==> src/rtl/enoc_packet_sink_pkg.sv <==
// Shared ENoC types and constants for the packet sink and its LFSR.
package enoc_packet_sink_pkg;

    // Ceiling log2, used for the source/destination field width.
    function automatic int log2(input int n);
        int r;
        r = 0;
        for (int i = 0; i < 31; i++) begin
            if ((1 << r) < n) begin
                r = r + 1;
            end
        end
        return (r == 0) ? 1 : r;
    endfunction

    localparam int NODES_DEF = 16;
    localparam int LOC_DEF   = 0;

    localparam int SRC_W     = log2(NODES_DEF);
    localparam int DATA_W    = 16;
    localparam int TS_W      = 32;
    localparam int LAT_W     = 32;
    localparam int LAT_SUM_W = 48;
    localparam int ERR_CNT_W = 16;

    // Flit as delivered by the router output port; data carries the
    // per-source sequence number.
    typedef struct packed {
        logic [DATA_W-1:0] data;
        logic [SRC_W-1:0]  source;
        logic [SRC_W-1:0]  dest;
        logic              valid;
        logic [TS_W-1:0]   timestamp;
        logic              measure;
    } packet_t;

endpackage

==> src/rtl/enoc_packet_sink_lfsr16.sv <==
// 16-bit Fibonacci LFSR (x^16 + x^14 + x^13 + x^11 + 1), shared with the
// traffic generators. Seed must be non-zero.
module enoc_lfsr16 #(
    parameter logic [15:0] SEED = 16'hACE1
) (
    input  logic        clk,
    input  logic        reset_n,
    input  logic        enable,
    output logic [15:0] state
);

    logic feedback;

    // Feedback tap combination for the maximal-length polynomial.
    always_comb begin
        feedback = state[15] ^ state[13] ^ state[12] ^ state[10];
    end

    // Shift register: reload seed on reset, otherwise shift when enabled.
    always_ff @(posedge clk) begin
        if (!reset_n) begin
            state <= SEED;
        end else if (enable) begin
            state <= {state[14:0], feedback};
        end
    end

endmodule

==> src/rtl/enoc_packet_sink.sv <==
// ENoC ejection sink: drives programmable backpressure, checks sequence,
// destination and format of accepted flits, and gathers latency statistics.
// Pipeline: accept/check (stage 0) -> stage 1 register -> stats update, so a
// flit accepted in cycle n shows on the statistics outputs in cycle n+2.
module enoc_packet_sink
    import enoc_packet_sink_pkg::*;
#(
    parameter int          NODES       = NODES_DEF,
    parameter int          LOC         = LOC_DEF,
    parameter int          ACCEPT_RATE = 100,
    parameter logic [15:0] LFSR_SEED   = 16'hACE1
) (
    input  logic                   clk,
    input  logic                   reset_n,
    input  packet_t                i_data,
    input  logic                   i_data_val,
    output logic                   o_en,
    input  logic [TS_W-1:0]        i_time,
    input  logic                   i_clear,
    output logic [31:0]            o_rx_count,
    output logic [31:0]            o_meas_count,
    output logic [LAT_SUM_W-1:0]   o_lat_sum,
    output logic [LAT_W-1:0]       o_lat_min,
    output logic [LAT_W-1:0]       o_lat_max,
    output logic [ERR_CNT_W-1:0]   o_err_count,
    output logic                   o_err_sticky,
    output logic [log2(NODES)-1:0] o_err_source
);

    localparam int         SW       = log2(NODES);
    localparam int         THRESH   = (ACCEPT_RATE * 256) / 100;
    localparam logic [8:0] THRESH_V = 9'(THRESH);

    logic [15:0]        lfsr_state;
    logic               en_next;
    logic               acc;
    logic [SW-1:0]      src;
    logic [DATA_W-1:0]  seq_expected;
    logic               seq_err;
    logic               dest_err;
    logic               fmt_err;
    logic               flit_err;
    logic [LAT_W-1:0]   lat;

    logic [DATA_W-1:0]  exp_seq [NODES];

    logic               s1_val;
    logic               s1_err;
    logic [SW-1:0]      s1_src;
    logic               s1_meas;
    logic [LAT_W-1:0]   s1_lat;

    logic [LAT_SUM_W:0]   sum_ext;
    logic [LAT_SUM_W-1:0] lat_sum_next;
    logic [ERR_CNT_W-1:0] err_count_next;

    enoc_lfsr16 #(
        .SEED (LFSR_SEED)
    ) u_lfsr (
        .clk     (clk),
        .reset_n (reset_n),
        .enable  (1'b1),
        .state   (lfsr_state)
    );

    // Backpressure decision: full rate is constant enable, otherwise the
    // low LFSR byte is compared against the scaled rate threshold.
    always_comb begin
        en_next = (ACCEPT_RATE == 100) ? 1'b1 : ({1'b0, lfsr_state[7:0]} < THRESH_V);
    end

    // Registered enable towards the router; low while in reset.
    always_ff @(posedge clk) begin
        if (!reset_n) begin
            o_en <= 1'b0;
        end else begin
            o_en <= en_next;
        end
    end

    // Stage 0 checks; several simultaneous faults collapse into one flag.
    always_comb begin
        acc          = i_data_val & o_en;
        src          = SW'(i_data.source);
        seq_expected = exp_seq[src];
        seq_err      = (i_data.data != seq_expected);
        dest_err     = (i_data.dest != SRC_W'(LOC));
        fmt_err      = ~i_data.valid;
        flit_err     = seq_err | dest_err | fmt_err;
        lat          = i_time - i_data.timestamp;
    end

    // Sequence table: always resync to data+1 so one gap costs one error.
    // A write in cycle n is read by the check in cycle n+1 directly.
    always_ff @(posedge clk) begin
        if (!reset_n) begin
            for (int i = 0; i < NODES; i++) begin
                exp_seq[i] <= DATA_W'(1);
            end
        end else if (acc) begin
            exp_seq[src] <= i_data.data + DATA_W'(1);
        end
    end

    // Stage 1 register: capture check result and latency of accepted flit.
    always_ff @(posedge clk) begin
        if (!reset_n) begin
            s1_val  <= 1'b0;
            s1_err  <= 1'b0;
            s1_src  <= '0;
            s1_meas <= 1'b0;
            s1_lat  <= '0;
        end else begin
            s1_val <= acc;
            if (acc) begin
                s1_err  <= flit_err;
                s1_src  <= src;
                s1_meas <= i_data.measure;
                s1_lat  <= lat;
            end
        end
    end

    // Saturating next values for the latency sum and the error counter.
    always_comb begin
        sum_ext        = (LAT_SUM_W+1)'(o_lat_sum) + (LAT_SUM_W+1)'(s1_lat);
        lat_sum_next   = sum_ext[LAT_SUM_W] ? '1 : sum_ext[LAT_SUM_W-1:0];
        err_count_next = (o_err_count == '1) ? o_err_count
                                             : o_err_count + ERR_CNT_W'(1);
    end

    // Stage 2 statistics update; clear takes priority and drops the
    // stage-1 flit. err_source is diagnostic and survives a clear.
    always_ff @(posedge clk) begin
        if (!reset_n) begin
            o_rx_count   <= '0;
            o_meas_count <= '0;
            o_lat_sum    <= '0;
            o_lat_min    <= '1;
            o_lat_max    <= '0;
            o_err_count  <= '0;
            o_err_sticky <= 1'b0;
            o_err_source <= '0;
        end else if (i_clear) begin
            o_rx_count   <= '0;
            o_meas_count <= '0;
            o_lat_sum    <= '0;
            o_lat_min    <= '1;
            o_lat_max    <= '0;
            o_err_count  <= '0;
            o_err_sticky <= 1'b0;
        end else if (s1_val) begin
            o_rx_count <= o_rx_count + 32'd1;
            if (s1_meas) begin
                o_meas_count <= o_meas_count + 32'd1;
                o_lat_sum    <= lat_sum_next;
                if (s1_lat < o_lat_min) begin
                    o_lat_min <= s1_lat;
                end
                if (s1_lat > o_lat_max) begin
                    o_lat_max <= s1_lat;
                end
            end
            if (s1_err) begin
                o_err_count  <= err_count_next;
                o_err_sticky <= 1'b1;
                o_err_source <= s1_src;
            end
        end
    end

endmodule

==> config.mk <==
export PLATFORM = sky130hd
export DESIGN_NAME = enoc_packet_sink
export DESIGN_NICKNAME = d
export VERILOG_FILES = /design/src/rtl/enoc_packet_sink_pkg.sv /design/src/rtl/enoc_packet_sink_lfsr16.sv /design/src/rtl/enoc_packet_sink.sv
export SDC_FILE = /design/constraint.sdc
export NUM_CORES = 1
export LEC_CHECK = 0
export CELL_PAD_IN_SITES_DETAIL_PLACEMENT = 1
export CELL_PAD_IN_SITES_GLOBAL_PLACEMENT = 1
export CORE_AREA = 2 2 255 257
export CTS_CLUSTER_DIAMETER = 50
export DETAILED_ROUTE_END_ITERATION = 10
export DIE_AREA = 0 0 257 259
export HOLD_SLACK_MARGIN = 0.06
export PLACE_DENSITY_LB_ADDON = 0.1
export SLEW_MARGIN = 20
export SYNTH_ARGS = -nofsm -noshare
export SYNTH_HDL_FRONTEND = slang
export SYNTH_SLANG_ARGS = --single-unit
==> constraint.sdc <==
create_clock -name clk -period 2.8 [get_ports clk]
set_input_delay 0.28 -clock clk [delete_from_list [all_inputs] [get_ports clk]]
set_output_delay 0.28 -clock clk [all_outputs]
set_load 0.01 [all_outputs]
### Yosys cells after proc, flatten, opt, wreduce, memory -nomap -nowiden

Memory sizes are Yosys's and may differ from the RTL's.
Cells that the tools add are included.
W data, S select, Z words.

* flip-flop bits (word level): 237
* memory bits (writable): 256
* input port bits: 94
* logic and storage cells: 50
* memories kept: 1

Memories
* exp_seq: depth 16, width 16, rd ports 1, clocked after memory_dff 0, write ports 16, RTL line enoc_packet_sink.sv:45 `logic [DATA_W-1:0] exp_seq [NODES];`

* add/sub/neg operators: 6
* $lt $le $gt $ge: 2
* eq/ne operators: 2
* muxes and demuxes: 9
* bitwise logic cells: 7
* reduce and logical (&&, ||, !) cells: 9

Operator list (count)
* $add A32 B1 Y32 const B: 2
* $add A48 B32 Y49: 1
* $mux W48: 1
* $add A16 B1 Y16 const B: 2
* $gt A32 B32 Y1: 1
* $lt A32 B32 Y1: 1
* $sub A32 B32 Y32: 1
* $eq A16 B16 Y1 const B: 1
* $mux W16: 1
* $ne A16 B16 Y1: 1
* $reduce_or A16 Y1: 1
* $reduce_and A3 Y1: 4
* $mux W1: 6
* $mux W4: 1
* $not A1 Y1: 4
* $reduce_and A2 Y1: 2
* $reduce_bool A4 Y1: 1
* $or A1 B1 Y1: 2
* $reduce_or A2 Y1: 1
* $and A1 B1 Y1: 1

### Logic depth before layout (Yosys ltp)

* word-level depth: 6
* depth in mapped cells: 13
* depth with buffers taken out: 12

### Worst setup path after synthesis

OpenSTA, ideal clock, no wires.

* kind: reg2reg
* start: register o_lat_sum[0]
* end: register o_lat_sum[12]
* setup time: 0.122 ns
* arrival time: 2.837 ns
* data required time: 2.678 ns
* setup slack: -0.159 ns
* cell stages (with the launch flop): 14
* buffers on the path: 2
* period minus slack after synthesis: 2.959 ns
* path through: dfxtp_1 > ha_1 > fa_1 > a211oi_2 > o21ai_2 > a31oi_2 > o41ai_4 > o31ai_4 > o31ai_4 > a21oi_2 > o21a_1 > buf_6 > buf_6 > a21oi_2

* longest elaborated chain between the ends: 2

Ends and longest elaborated chain
* start: declaration: RTL line enoc_packet_sink.sv:22 `output logic [LAT_SUM_W-1:0] o_lat_sum,`
* start signal: assignment: RTL line enoc_packet_sink.sv:156 `o_lat_sum <= lat_sum_next;`
* $add A48 B32 Y49: RTL line enoc_packet_sink.sv:126 `sum_ext = (LAT_SUM_W+1)'(o_lat_sum) + (LAT_SUM_W+1)'(s1_lat);`
* $mux W48: RTL line enoc_packet_sink.sv:127 `lat_sum_next = sum_ext[LAT_SUM_W] ? '1 : sum_ext[LAT_SUM_W-1:0];`

No other way between the ends.
A chain may end at the register's enable or synchronous reset.

### Worst setup path after layout

* start: register s1_lat[2]
* end: register o_lat_sum[37]

* longest elaborated chain between the ends: 2

Ends and longest elaborated chain
* start: declaration: RTL line enoc_packet_sink.sv:51 `logic [LAT_W-1:0] s1_lat;`
* start signal: assignment: RTL line enoc_packet_sink.sv:119 `s1_lat <= lat;`
* $add A48 B32 Y49: RTL line enoc_packet_sink.sv:126
* $mux W48: RTL line enoc_packet_sink.sv:127

No other way between the ends.

==> impl_metrics.json <==
{
  "insertion_delay_ns": 0.62,
  "grt_antenna_before_repair": 2,
  "synth_top_area_cell": "edfxtp_1",
  "cts.sinks": 493,
  "max_stage_delay_ns": 0.42,
  "synth_edf_count": 256,
  "violations": "negative setup slack",
  "htreeDepth": 3,
  "ios": 292,
  "worst_path_most_repeated_cell": "buf_4",
  "routed_wirelength_mm": 88.0,
  "yosysMostFrequentCell": "nor2_1",
  "gr-total-overflow": 0,
  "worst_setup_path_end_kind": "flip-flop",
  "cts_buffers": 70,
  "power_density_nw_per_um2": 545,
  "diodes": 0,
  "min_period_ns": 2.82,
  "seq_area_frac_synth": 0.490,
  "initial_core_util": 0.397,
  "std_cell_rows": 93,
  "cap_violations": 0,
  "grt_pass1_wl_mm": 133,
  "drcViolationCount": 0,
  "final_net_count": 3260,
  "areaGrowthSynthToFinish_pct": 36.2,
  "cp_slowest_cell": "o211ai_1",
  "fp.coreArea_um2": 63900,
  "drtPass1Iterations": 5,
  "skew_ns": 0.0296,
  "grt_pass1_vias": 22421,
  "leakagePower_nw": 13.6,
  "fin_ws_ns": -0.0166,
  "finalNonFillerCells": 3943,
  "hold_viol": 0,
  "report.final.setup_viol": 9,
  "ys_types": 81,
  "fillCellCount": 6833,
  "wl_per_cell_um": 22.3,
  "fin_util": 0.541,
  "rsz0062_at_grt": "yes",
  "cp_max_fo": 4,
  "synthCells": 2488,
  "multi_input_area_um2": 12500,
  "dp_cells": 3798,
  "synth_top_area_frac": 0.303,
  "num_vias": 21703,
  "yosys_register_bits": 493,
  "max_freq_ghz": 0.355,
  "report.final.slew_viol_count": 0,
  "setup_tns_ns": -0.0768,
  "detail-route-antenna-nets": 0,
  "syn-cell-area_um2": 25400,
  "drive_above_1_share": 0.212,
  "ys_top_cells_by_area": "edfxtp_1 (30%), dfxtp_1 (19%), ha_1 (6.4%)",
  "max-slew-margin-rel": 0.584,
  "critPathArrivalTime_ns": 3.29,
  "seq_area_um2": 12500,
  "holdCritPathClass": "input pin to flip-flop",
  "synthFlopType": "edfxtp_1",
  "finalCritPeriodShare": 1.01,
  "grt.total_usage": 0.258,
  "postSynth.asyncResetShare": 0,
  "critPathLaunchType": "flip-flop",
  "max-vdd-ir-drop_mv": 0.412,
  "io_buffers": 291,
  "avgSynthCellArea_um2": 10.2,
  "outcome": "finished with violations",
  "hpwl_mm": 63.4,
  "die-area_um2": 66600,
  "drtIter0Drc": 1632,
  "grt_max_degree": 101,
  "die_x_um": 257,
  "synth_common_cells": "nor2_1 (388), edfxtp_1 (256), dfxtp_1 (237)",
  "ys_warn_count": 0,
  "die_h_um": 259,
  "clkTransAtPathRegs_ns": 0.06,
  "cts_hold_buf": 0,
  "path_cells": "ha_4 > nand3_1 > nor2_2 > nor4_2 > buf_4 > o211ai_1 > a211oi_2 > buf_4 > a211oi_4 > buf_4 > nand3_2 > xor2_1 > o21ai_1",
  "worst_slew_pin_slew_ns": 0.624,
  "required_ns": 3.27,
  "globalplace.congestion": 0.870,
  "crit_type": "flip-flop to flip-flop",
  "clk_path_buf_depth": 3,
  "cts-root-buf": "clkbuf_16",
  "cts_tree": "built",
  "routed_via_density": 5.50,
  "synth_nets": 2714
}
layer usage:
metal,part of all wire,global-route usage
met1,0.44,0.351
met2,0.46,0.414
met3,0.059,0.0466
met4,0.033,0.0919
met5,0.00019,0
final cells by class:
type	instances	area share
clock buffer	86	0.0538
clock inverter	40	0.0128
inverter	119	0.0129
multi-input combinational	1736	0.362
sequential	493	0.361
tap	855	0.0309
timing repair buffer	614	0.166
path summary, 6_finish.rpt:
path / depth (start not counted) / end / slack (ns) / from
max reg2reg: 13 / o_lat_sum[37] / -0.02 / s1_lat[2]
min: 2 / o_en / 0.11 / reset_n
min reg2reg: 2 / s1_src[2] / 0.47 / s1_src[2]
max: 13 / o_lat_sum[37] / -0.02 / s1_lat[2]
power breakdown:
part | internal [W] | leakage (nW) | switching [W]
clock network | 0.00528 | 1.11 | 0.00352
registers | 0.00774 | 4.64 | 0.000134
logic | 0.000987 | 7.87 | 0.00118
total | 0.0140 | 13.6 | 0.00483
critical path: cells and delay by family, from the launching register on:
family,cells,cell delay (ns)
XOR/XNOR,1,0.19
flip-flops,1,0.36
buffers and inverters,3,0.49
AND/OR/NAND/NOR,4,0.41
adder cells (fa/ha/maj),1,0.30
AO/OA/AOI/OAI,4,0.94
metrics by stage:
stage	instance area [µm²]	hold slack [ns]	total power, W	setup WS [ns]
CTS	34100	0.0749	0.0190	-0.0607
global placement	31400	0.454	0.0101	-0.428
finish	34600	0.106	0.0188	-0.0166
global route	34600	0.0931	0.0194	-0.123
floorplan	25400	0.308	0.00905	0.0145
detailed placement	31400	0.462	0.0101	-0.488
cells in the final DEF (no fill, tap or decap), types with 17 or more instances in the layout:
| cell type | instances |
|---|---|
| nor2_1 | 384 |
| clkdlybuf4s50_1 | 287 |
| buf_4 | 286 |
| edfxtp_1 | 256 |
| dfxtp_1 | 214 |
| nand2_1 | 161 |
| inv_1 | 118 |
| nand3_1 | 115 |
| ha_1 | 110 |
| a21oi_1 | 100 |
| o21ai_0 | 98 |
| xor2_1 | 91 |
| clkbuf_16 | 74 |
| mux4_2 | 68 |
| xnor2_1 | 51 |
| nand4_1 | 48 |
| nor3_1 | 44 |
| a31oi_1 | 41 |
| a21o_1 | 38 |
| o31ai_1 | 35 |
| a21oi_2 | 34 |
| and3_1 | 28 |
| buf_12 | 25 |
| mux2i_1 | 24 |
| ha_4 | 20 |
| or3_1 | 19 |
| dfxtp_2 | 19 |
| nor2b_1 | 17 |
cell families after synthesis:
family | share of synthesized area
AND/OR/NAND/NOR | 0.158
flip-flops | 0.490
AO/OA/AOI/OAI | 0.126
buffers and inverters | 0.0415
XOR/XNOR | 0.0490
adder cells (fa/ha/maj) | 0.0657
multiplexers | 0.0698
flip-flops by register name (all words and copies together) (netlist names), 4 cells and up:
| signal | count |
|---|---|
| exp_seq | 256 |
| o_lat_sum | 48 |
| o_lat_max | 32 |
| o_lat_min | 32 |
| o_meas_count | 32 |
| o_rx_count | 32 |
| s1_lat | 32 |
| o_err_count | 16 |
| o_err_source | 4 |
| s1_src | 4 |
repair_timing:
action | in CTS | in global routing
buffers inserted | 8 | 7
cloned | 1 | 4
resized for setup | 63 | 73
setup endpoints to repair | 77 | 91
pin swaps | 27 | 38
(Power assumes the default switching activity.)
